## config.mk

```make
export PLATFORM = sky130hd
export DESIGN_NAME = multi_edge_detect
export DESIGN_NICKNAME = d
export VERILOG_FILES = /design/src/rtl/multi_edge_detect.sv
export SDC_FILE = /design/constraint.sdc
export NUM_CORES = 1
export LEC_CHECK = 0
export BUFFER_PORTS_ARGS = -buffer_cell sky130_fd_sc_hd__buf_2
export CAP_MARGIN = 30
export CORE_UTILIZATION = 55
export CTS_CLUSTER_DIAMETER = 200
export DETAILED_ROUTE_END_ITERATION = 10
export PLACE_DENSITY = 0.95
export SYNTH_ARGS = -nofsm -noshare
export SYNTH_HDL_FRONTEND = slang
export SYNTH_SLANG_ARGS = --single-unit
```

## constraint.sdc

```tcl
create_clock -name clk_i -period 2.18 [get_ports clk_i]
set_input_delay 0.109 -clock clk_i [delete_from_list [all_inputs] [get_ports clk_i]]
set_output_delay 0.109 -clock clk_i [all_outputs]
set_load 0.01 [all_outputs]
```

## src/rtl/multi_edge_detect.sv

```systemverilog
// Multi-channel edge detector: per-channel synchroniser, persistence filter,
// registered rise/fall/event pulses, and sticky status with irq aggregation.
module multi_edge_detect #(
    parameter int unsigned WIDTH       = 8,
    parameter int unsigned SYNC_STAGES = 2,
    parameter int unsigned FILTER_LEN  = 4
) (
    input  logic                 clk_i,
    input  logic                 rst_i,
    input  logic [WIDTH-1:0]     din_i,
    input  logic [2*WIDTH-1:0]   mode_i,
    input  logic [WIDTH-1:0]     clr_i,
    output logic [WIDTH-1:0]     level_o,
    output logic [WIDTH-1:0]     rise_o,
    output logic [WIDTH-1:0]     fall_o,
    output logic [WIDTH-1:0]     event_o,
    output logic [WIDTH-1:0]     status_o,
    output logic                 irq_o
);

    localparam int unsigned CW = $clog2(FILTER_LEN + 1);
    localparam logic [CW-1:0] CNT_MAX = CW'(FILTER_LEN - 1);

    typedef enum logic [1:0] {
        MODE_OFF  = 2'b00,
        MODE_RISE = 2'b01,
        MODE_FALL = 2'b10,
        MODE_BOTH = 2'b11
    } mode_e;

    logic [SYNC_STAGES-1:0][WIDTH-1:0] sync_q, sync_d;
    logic [WIDTH-1:0][CW-1:0]          cnt_q, cnt_d;
    logic [WIDTH-1:0]                  level_q, level_d;
    logic [WIDTH-1:0]                  rise_q, rise_d;
    logic [WIDTH-1:0]                  fall_q, fall_d;
    logic [WIDTH-1:0]                  event_q, event_d;
    logic [WIDTH-1:0]                  status_q, status_d;
    logic [WIDTH-1:0]                  s;
    mode_e                             ch_mode;

    assign s = sync_q[SYNC_STAGES-1];

    always_comb begin
        sync_d   = {sync_q[SYNC_STAGES-2:0], din_i};
        cnt_d    = cnt_q;
        level_d  = level_q;
        rise_d   = '0;
        fall_d   = '0;
        event_d  = '0;
        ch_mode  = MODE_OFF;
        // A set from the previous event cycle overrides a clear on the same edge.
        status_d = (status_q & ~clr_i) | event_q;

        for (int unsigned i = 0; i < WIDTH; i++) begin
            if (s[i] == level_q[i]) begin
                cnt_d[i] = '0;
            end else if (cnt_q[i] == CNT_MAX) begin
                level_d[i] = s[i];
                cnt_d[i]   = '0;
                rise_d[i]  = s[i];
                fall_d[i]  = ~s[i];
            end else begin
                cnt_d[i] = cnt_q[i] + CW'(1);
            end

            ch_mode = mode_e'(mode_i[2*i +: 2]);
            case (ch_mode)
                MODE_RISE: event_d[i] = rise_d[i];
                MODE_FALL: event_d[i] = fall_d[i];
                MODE_BOTH: event_d[i] = rise_d[i] | fall_d[i];
                default:   event_d[i] = 1'b0;
            endcase
        end
    end

    always_ff @(posedge clk_i) begin
        if (rst_i) begin
            sync_q   <= '0;
            cnt_q    <= '0;
            level_q  <= '0;
            rise_q   <= '0;
            fall_q   <= '0;
            event_q  <= '0;
            status_q <= '0;
        end else begin
            sync_q   <= sync_d;
            cnt_q    <= cnt_d;
            level_q  <= level_d;
            rise_q   <= rise_d;
            fall_q   <= fall_d;
            event_q  <= event_d;
            status_q <= status_d;
        end
    end

    assign level_o  = level_q;
    assign rise_o   = rise_q;
    assign fall_o   = fall_q;
    assign event_o  = event_q;
    assign status_o = status_q;
    assign irq_o    = |status_q;

endmodule
```

==> results of run 1 <==
cells by family after synthesis:
| family | after synthesis | synth area share |
|---|---|---|
| xor gates and xnor gates | 8 | 0.02508 |
| AOI/OAI and AO/OA | 16 | 0.03000 |
| DFF | 80 | 0.5732 |
| and+or+nand+nor | 96 | 0.2333 |
| adders and majority gates | 16 | 0.07165 |
| buffers and inverters | 23 | 0.03806 |
| muxes | 8 | 0.02866 |
repair_timing:
| item | in CTS | in global routing |
|---|---|---|
| hold endpoints to repair | 9 | 0 |
| setup endpoints to repair | 0 | 0 |
| hold buffers | 10 | 0 |
through the flow:
step | total power [mW] | setup WS [ns] | hold WS [ns] | utilization | area (sq um)
2_1_floorplan | 1.571 | 0.9399 | 0.2345 | - | 2794
3_3_place_gp | 1.604 | 0.9123 | 0.3192 | 0.6704 | 3229
3_5_place_dp | 1.609 | 0.8519 | 0.3255 | 0.6704 | 3229
4_1_cts | 2.797 | 0.2965 | 0.006130 | 0.7369 | 3550
5_1_grt | 2.861 | 0.2338 | 0.03520 | 0.7369 | 3550
6_report | 2.771 | 0.2880 | 0.02604 | 0.7369 | 3550
layer usage:
layer  wire [microns]  up-vias  GRT usage
li1                 -     1032          -
met1             2123      920     0.2092
met3              237       12    0.03978
met5                0        -          0
met2             2382       62     0.3416
met4              123        0     0.1307
flip-flops by register name (all words and copies together), names as in the netlist:
register	flops
status_o	8
fall_o	8
cnt_q	24
s	8
rise_o	8
sync_d	8
event_o	8
level_o	8
area by class of cell:
type / count / area (sq um)
Clock inverter: 3 / 65.06
Clock buffer: 12 / 155.1
Sequential cell: 80 / 1602
Tap cell: 67 / 83.83
Multi-Input combinational cell: 144 / 1086
Timing Repair Buffer: 86 / 498.0
Inverter: 16 / 60.06
Fill cell: 348 / 1267
worst register-to-register path: cells and delay by family, from the launching register on:
family | cells | cell delay, ns
buffers and inverters | 1 | 0.55
AOI/OAI and AO/OA | 1 | 0.22
and+or+nand+nor | 1 | 0.23
adders and majority gates | 2 | 0.47
DFF | 1 | 0.32
power groups by stage:
stage | clock (mW) | combinational [mW] | sequential (mW)
2_1_floorplan | 0 | 0.0488 | 1.52
3_3_place_gp | 0 | 0.0803 | 1.52
3_5_place_dp | 0 | 0.0835 | 1.53
4_1_cts | 1.21 | 0.0963 | 1.49
5_1_grt | 1.26 | 0.105 | 1.49
6_report | 1.18 | 0.0955 | 1.49
Yosys cell counts:
library cell / n
and4bb_2: 1
and4bb_1: 1
nand2_1: 1
buf_6: 2
mux2i_1: 8
a21oi_1: 15
nor4_1: 18
nand2b_1: 15
nor2b_1: 16
ha_1: 16
nor4b_1: 7
nor4b_2: 1
a22o_1: 1
xnor2_1: 8
nor2_1: 8
clkbuf_1: 1
nand3b_1: 14
nor3b_1: 14
inv_1: 16
buf_2: 4
dfxtp_1: 80
worst min-delay path by stage:
stage | endpoint | slack, ns | cells after the start
CTS | status_o[3] | 0.006 | 3
finish | event_o[5] | 0.03 | 3
global route | status_o[3] | 0.04 | 3
global placement | sync_d[9] | 0.32 | 2
floorplan | event_o[7] | 0.23 | 1
detailed placement | sync_d[13] | 0.33 | 2
cells in the final DEF, fill, tap and decap left out, types with 10 or more instances in the layout:
cell,Yosys,layout
dfxtp_1,80,80
nand2b_1,15,15
dlygate4sd3_1,0,10
buf_2,4,74
clkbuf_8,0,11
inv_1,16,16
a21oi_1,15,15
nor4_1,18,18
nor2b_1,16,16
ha_1,16,16
nor3b_1,14,14
nand3b_1,14,14
==> reports/qor.log, run 1 <==
INFO  power_and_ir_drop max-vdd-ir-drop=0.4839mV
INFO  cells_and_area final_nets=387
INFO  global_route   groute.usage.overall=0.1940
INFO  clock_network  cts_buffers=9
INFO  critical_path  worst_setup_ep_type=flop
INFO  floorplanning  die_w=73.28microns
INFO  global_route   grt_remaining_overflow=0
INFO  timing         setup_violation_total_in_the_final_timing_report=0
INFO  synthesis      postSynthAreaPerCell=11.31squm
INFO  critical_path  timing.critical_path.from_type=flop
INFO  timing         timing_worst_slew_pin_value=0.4518ns
INFO  floorplanning  placementRows=25
INFO  synthesis      ys_ff_latch=80
INFO  placement      dp_cells=383
INFO  critical_path  timing.critical_path.fanout_max=6
INFO  power_and_ir_drop share_clk_of_total_power=0.427
INFO  cells_and_area layout-drive-gt1-share=0.2698
INFO  critical_path  crit_path_frequent_cell=ha_1
INFO  route          route.detailed.wl_per_inst=11.92microns
INFO  timing         headroom_to_the_max_slew_limit=0.6988
INFO  power_and_ir_drop p_leak=1.473nW
INFO  hold_path      hold_class=in -> reg
INFO  clock_network  insertion_delay_to_the_later_sink_of_the_worst_skew_pair=0.34ns
INFO  critical_path  critical-path-top-delay-family=buffers and inverters
INFO  route          route.detailed.vias_per_inst=4.966
INFO  floorplanning  top_level_ports=75
INFO  clock_network  clkSinkCount=80
INFO  synthesis      synth.yosys.seq_area_share=0.5732
INFO  synthesis      syn-instance-count=247
INFO  timing         rsz_0062_raised_after_global_routing=no
INFO  critical_path  critical_path_required=2.41ns
INFO  critical_path  rr_worst_depth=5
INFO  clock_network  h-tree-depth=3
INFO  power_and_ir_drop portion_of_total_power_attributed_to_sequential_cells=0.538
INFO  critical_path  crit_end=event_o[7]
INFO  clock_network  cts_max_path_buffers=2
INFO  floorplanning  floorplan.initialDensity=0.5800
INFO  timing         final_min_period_over_clock_period=0.8679
INFO  clock_network  root_buffer=clkbuf_8
INFO  synthesis      yosys_warnings=0
INFO  critical_path  data_arrival_time_of_the_critical_path=2.12ns
INFO  timing         fmax=528.5MHz
INFO  synthesis      postSynthNetCount=297
INFO  route          num_vias=2,026
INFO  placement      post_dp_hpwl=3344microns
INFO  clock_network  ctsResizeCount=0
INFO  timing         finalHoldViolCount=0
INFO  route          detail_route.first_pass.iterations=4
INFO  cells_and_area syn_to_final_growth=27.05%
INFO  floorplanning  die_area=0.005369sqmm
INFO  global_route   first_global_vias=1,854
INFO  run_status     status=complete, no violations
INFO  power_and_ir_drop p_per_area=780.6mW/mm^2
INFO  timing         setup-tns-final=0ns
INFO  critical_path  crit_path_cell_trace=ha_1, ha_1, and4bb_1, a22o_1, dlygate4sd3_1
INFO  synthesis      yosys.cell_types.count=21
INFO  cells_and_area n_antenna_cell=0
INFO  critical_path  cp_startpoint=cnt_q[21]
INFO  timing         finalClockSkew=0.006558ns
INFO  synthesis      post_synth_main_area_contributors=dfxtp_1, ha_1, nor4_1
INFO  critical_path  slowest_delay=0.55ns
INFO  power_and_ir_drop internal-power=2.237mW
INFO  timing         final_period_minus_worst_setup_slack=1.892ns
INFO  critical_path  cp_num_buf_inv=1
INFO  synthesis      synth_top_cell_area_share=0.5732
INFO  power_and_ir_drop power.switching=0.5341mW
INFO  placement      portBuffers=74
INFO  clock_network  clk_transition_reported_paths=0.07ns
INFO  critical_path  crit-reg2reg-capture=event_o[7]
INFO  run            maxCapViolations=0
INFO  global_route   grt_start_max_net_pins=30
INFO  hold_path      hold_start=mode_i[10]
INFO  critical_path  worst_r2r_startpoint=cnt_q[21]
INFO  route          antenna_violating_nets_post_route=0
INFO  floorplanning  floorplan.die.height=73.28microns
INFO  clock_network  postCtsSetupRepairBufs=0
INFO  critical_path  worstSetupPathDepth=5
INFO  placement      gp_congestion=0.7044
INFO  critical_path  worst_path_max_delay_cell=dlygate4sd3_1
INFO  global_route   initial_antenna_violation_count=0
INFO  global_route   grt_first_pass_wirelength=7693microns
INFO  critical_path  criticalPathCategory=reg -> reg
INFO  power_and_ir_drop sw_frac_of_total=0.1928
INFO  synthesis      synth.cell_area=0.002794sqmm
INFO  synthesis      yosys.area.top_type=dfxtp_1
INFO  timing         drv_slew=0
INFO  route          final_routed_wirelength=4865microns
INFO  clock_network  tritoncts=yes
INFO  route          drt_iter0_markers=47
INFO  floorplanning  coreArea=0.004817sqmm
INFO  power_and_ir_drop combinational_power_share=0.034
INFO  cells_and_area fin_cells=408
INFO  critical_path  timing.reg2reg.setup_slack=0.29ns
INFO  route          detail_route.drc_violations=0
Power figures use the tool's default switching activity.
==> inputs of run 2 (changes only) <==
--- a/config.mk
+++ b/config.mk
@@ -7,10 +7,10 @@
 export LEC_CHECK = 0
 export BUFFER_PORTS_ARGS = -buffer_cell sky130_fd_sc_hd__buf_2
 export CAP_MARGIN = 30
-export CORE_UTILIZATION = 55
+export CORE_UTILIZATION = 51
 export CTS_CLUSTER_DIAMETER = 200
 export DETAILED_ROUTE_END_ITERATION = 10
-export PLACE_DENSITY = 0.95
+export PLACE_DENSITY = 0.9
 export SYNTH_ARGS = -nofsm -noshare
 export SYNTH_HDL_FRONTEND = slang
 export SYNTH_SLANG_ARGS = --single-unit
==> constraint.sdc (replaced) <==
create_clock -name clk_i -period 2.1 [get_ports clk_i]
set_input_delay 0.105 -clock clk_i [delete_from_list [all_inputs] [get_ports clk_i]]
set_output_delay 0.105 -clock clk_i [all_outputs]
set_load 0.01 [all_outputs]
==> reports/qor.log, run 2 (synthesis results as in run 1) <==
INFO  run_status     status=complete, no violations [unchanged]
INFO  critical_path  data_arrival_time_of_the_critical_path=2.11ns [was 2.12 ns]
INFO  clock_network  cts_buffers=9 [unchanged]
INFO  cells_and_area most-common-layout-cells=dfxtp_1, buf_2, nor4_1 [unchanged]
INFO  critical_path  crit-reg2reg-capture=event_o[7] [unchanged]
INFO  cells_and_area post-route-util=0.6728 [was 0.7369]
INFO  timing         drv_slew=0 [unchanged]
INFO  timing         fmax=531.2MHz [was 528.5 MHz]
INFO  timing         timing_worst_slew_pin_value=0.2817ns [was 0.4518 ns]
INFO  critical_path  rr_worst_depth=5 [unchanged]
INFO  clock_network  clk_transition_reported_paths=0.07ns [about the same]
INFO  floorplanning  floorplan.initialDensity=0.5368 [was 0.5800]
INFO  global_route   grt_remaining_overflow=0 [unchanged]
INFO  global_route   initial_antenna_violation_count=0 [unchanged]
INFO  critical_path  worst_setup_ep_type=flop [unchanged]
INFO  clock_network  cts_max_path_buffers=2 [unchanged]
INFO  critical_path  criticalPathCategory=reg -> reg [unchanged]
INFO  clock_network  root_buffer=clkbuf_8 [unchanged]
INFO  critical_path  worst_r2r_startpoint=cnt_q[21] [unchanged]
INFO  timing         rsz_0062_raised_after_global_routing=no [unchanged]
INFO  floorplanning  die_area=0.005778sqmm [was 0.005369 sq mm]
INFO  hold_path      hold_start=clr_i[2] [was mode_i[10]]
INFO  floorplanning  placementRows=26 [was 25]
INFO  cells_and_area largest_register_ffs=24 [unchanged]
INFO  power_and_ir_drop max-vdd-ir-drop=0.5253mV [was 0.4839 mV]
INFO  global_route   first_global_vias=1,922 [was 1,854]
INFO  timing         hold_ws=0.02649ns [was 0.02604 ns]
INFO  clock_network  tritoncts=yes [unchanged]
INFO  cells_and_area layout_commonest_cell=dfxtp_1 [unchanged]
INFO  clock_network  postCtsHoldBufs=10 [unchanged]
INFO  timing         setup_violation_total_in_the_final_timing_report=0 [unchanged]
INFO  cells_and_area syn_to_final_growth=25.35% [was 27.05%]
INFO  hold_path      timing.hold.worst_endpoint=status_o[2] [was event_o[5]]
INFO  cells_and_area layout-drive-gt1-share=0.2727 [was 0.2698]
INFO  clock_network  h-tree-depth=3 [unchanged]
INFO  global_route   grt_first_pass_wirelength=7997microns [was 7693 microns]
INFO  timing         final_period_minus_worst_setup_slack=1.883ns [was 1.892 ns]
INFO  placement      post_dp_hpwl=3381microns [was 3344 microns]
INFO  cells_and_area final_nets=388 [was 387]
INFO  timing         headroom_to_the_max_slew_limit=0.8108 [was 0.6988]
INFO  route          route.detailed.wl_per_inst=11.61microns [was 11.92 microns]
INFO  global_route   grt_start_max_net_pins=31 [was 30]
INFO  route          detail_route.drc_violations=0 [unchanged]
INFO  clock_network  insertion_delay_to_the_later_sink_of_the_worst_skew_pair=0.34ns [about the same]
INFO  floorplanning  coreArea=0.005205sqmm [was 0.004817 sq mm]
INFO  cells_and_area top_register=cnt_q [unchanged]
INFO  floorplanning  top_level_ports=75 [unchanged]
INFO  clock_network  postCtsSetupRepairBufs=0 [unchanged]
INFO  timing         final_min_period_over_clock_period=0.8965 [was 0.8679]
INFO  critical_path  timing.critical_path.from_type=flop [unchanged]
INFO  timing         finalClockSkew=0.005532ns [was 0.006558 ns]
INFO  global_route   groute.usage.overall=0.1759 [was 0.1940]
INFO  power_and_ir_drop power=2.673mW [was 2.771 mW]
INFO  hold_path      hold_class=in -> reg [unchanged]
INFO  placement      gp_congestion=0.7012 [was 0.7044]
INFO  route          drt_iter0_markers=42 [was 47]
INFO  floorplanning  floorplan.die.height=76.02microns [was 73.28 microns]
INFO  route          detail_route.first_pass.iterations=4 [unchanged]
INFO  critical_path  timing.reg2reg.setup_slack=0.22ns [was 0.29 ns]
INFO  power_and_ir_drop p_leak=1.455nW [was 1.473 nW]
INFO  timing         finalHoldViolCount=0 [unchanged]
INFO  placement      portBuffers=74 [unchanged]
INFO  floorplanning  die_w=76.02microns [was 73.28 microns]
INFO  route          route.detailed.vias_per_inst=4.878 [was 4.966]
INFO  clock_network  ctsResizeCount=0 [unchanged]
INFO  critical_path  critical_path_required=2.33ns [was 2.41 ns]
INFO  route          num_vias=2,005 [was 2,026]
INFO  power_and_ir_drop p_per_area=763.2mW/mm^2 [was 780.6 mW/mm^2]
INFO  route          antenna_violating_nets_post_route=0 [unchanged]
INFO  timing         setup-tns-final=0ns [unchanged]
INFO  run            maxCapViolations=0 [unchanged]
INFO  clock_network  clkSinkCount=80 [unchanged]
INFO  hold_path      hold_path_depth=3 [unchanged]
INFO  critical_path  timing.critical_path.fanout_max=6 [unchanged]
INFO  route          final_routed_wirelength=4772microns [was 4865 microns]
INFO  cells_and_area n_antenna_cell=0 [unchanged]
run 2: changes by cell type in the layout (fill, tap and decap cells not counted), sizes merged:
cell    before  now
buf         76   77
bufinv       2    1
clkbuf      12    9
clkinv       1    4
run 2: power by group:
| group | internal [mW] | switching, mW | total [mW] | leakage, nW |
|---|---|---|---|---|
| combinational | 0.0591 | 0.0373 | 0.0963 | 0.713 |
| sequential | 1.54 | 0.0129 | 1.55 | 0.648 |
| clock | 0.527 | 0.501 | 1.03 | 0.0945 |
| total | 2.12 | 0.551 | 2.67 | 1.46 |
run 2: worst max path at each step:
stage	start	end	slack, ns	cells past startpoint
5_1_grt	cnt_q[21]	event_o[7]	0.16	5
3_3_place_gp	cnt_q[21]	event_o[7]	0.83	4
6_report	cnt_q[21]	event_o[7]	0.22	5
3_5_place_dp	cnt_q[21]	event_o[7]	0.78	4
2_1_floorplan	cnt_q[21]	event_o[7]	0.86	4
4_1_cts	cnt_q[21]	event_o[7]	0.22	5
run 2: layer usage:
| layer | vias to the layer above | part of all wire | track usage | wire [microns] |
|---|---|---|---|---|
| li1 | 1033 | - | - | - |
| met1 | 900 | 0.45 | 0.1838 | 2137 |
| met2 | 59 | 0.48 | 0.3182 | 2272 |
| met3 | 13 | 0.045 | 0.03593 | 215 |
| met4 | 0 | 0.031 | 0.1173 | 146 |
| met5 | - | 0 | 0 | 0 |
run 2: critical path, cell delays in order, from the launching register on:
cell           delay, ns
dfxtp_1             0.32
ha_1                0.19
ha_1                0.25
and4bb_1            0.24
a22o_1              0.23
dlygate4sd3_1       0.55
run 2: cell type report:
type / count / area [sq um]
clock inverter: 5 / 50.05
multi-input combinational: 144 / 1086
clock buffer: 9 / 123.9
timing repair buffer: 87 / 493.0
inverter: 16 / 60.06
fill: 409 / 1703
sequential: 80 / 1602
tap: 70 / 87.58
run 2: stage by stage:
stage	instance area, sq um	setup WS (ns)	std cells
finish	3502	0.2174	411
global route	3502	0.1608	411
detailed placement	3228	0.7760	387
global placement	3228	0.8269	387
CTS	3502	0.2204	411
floorplan	2794	0.8599	247
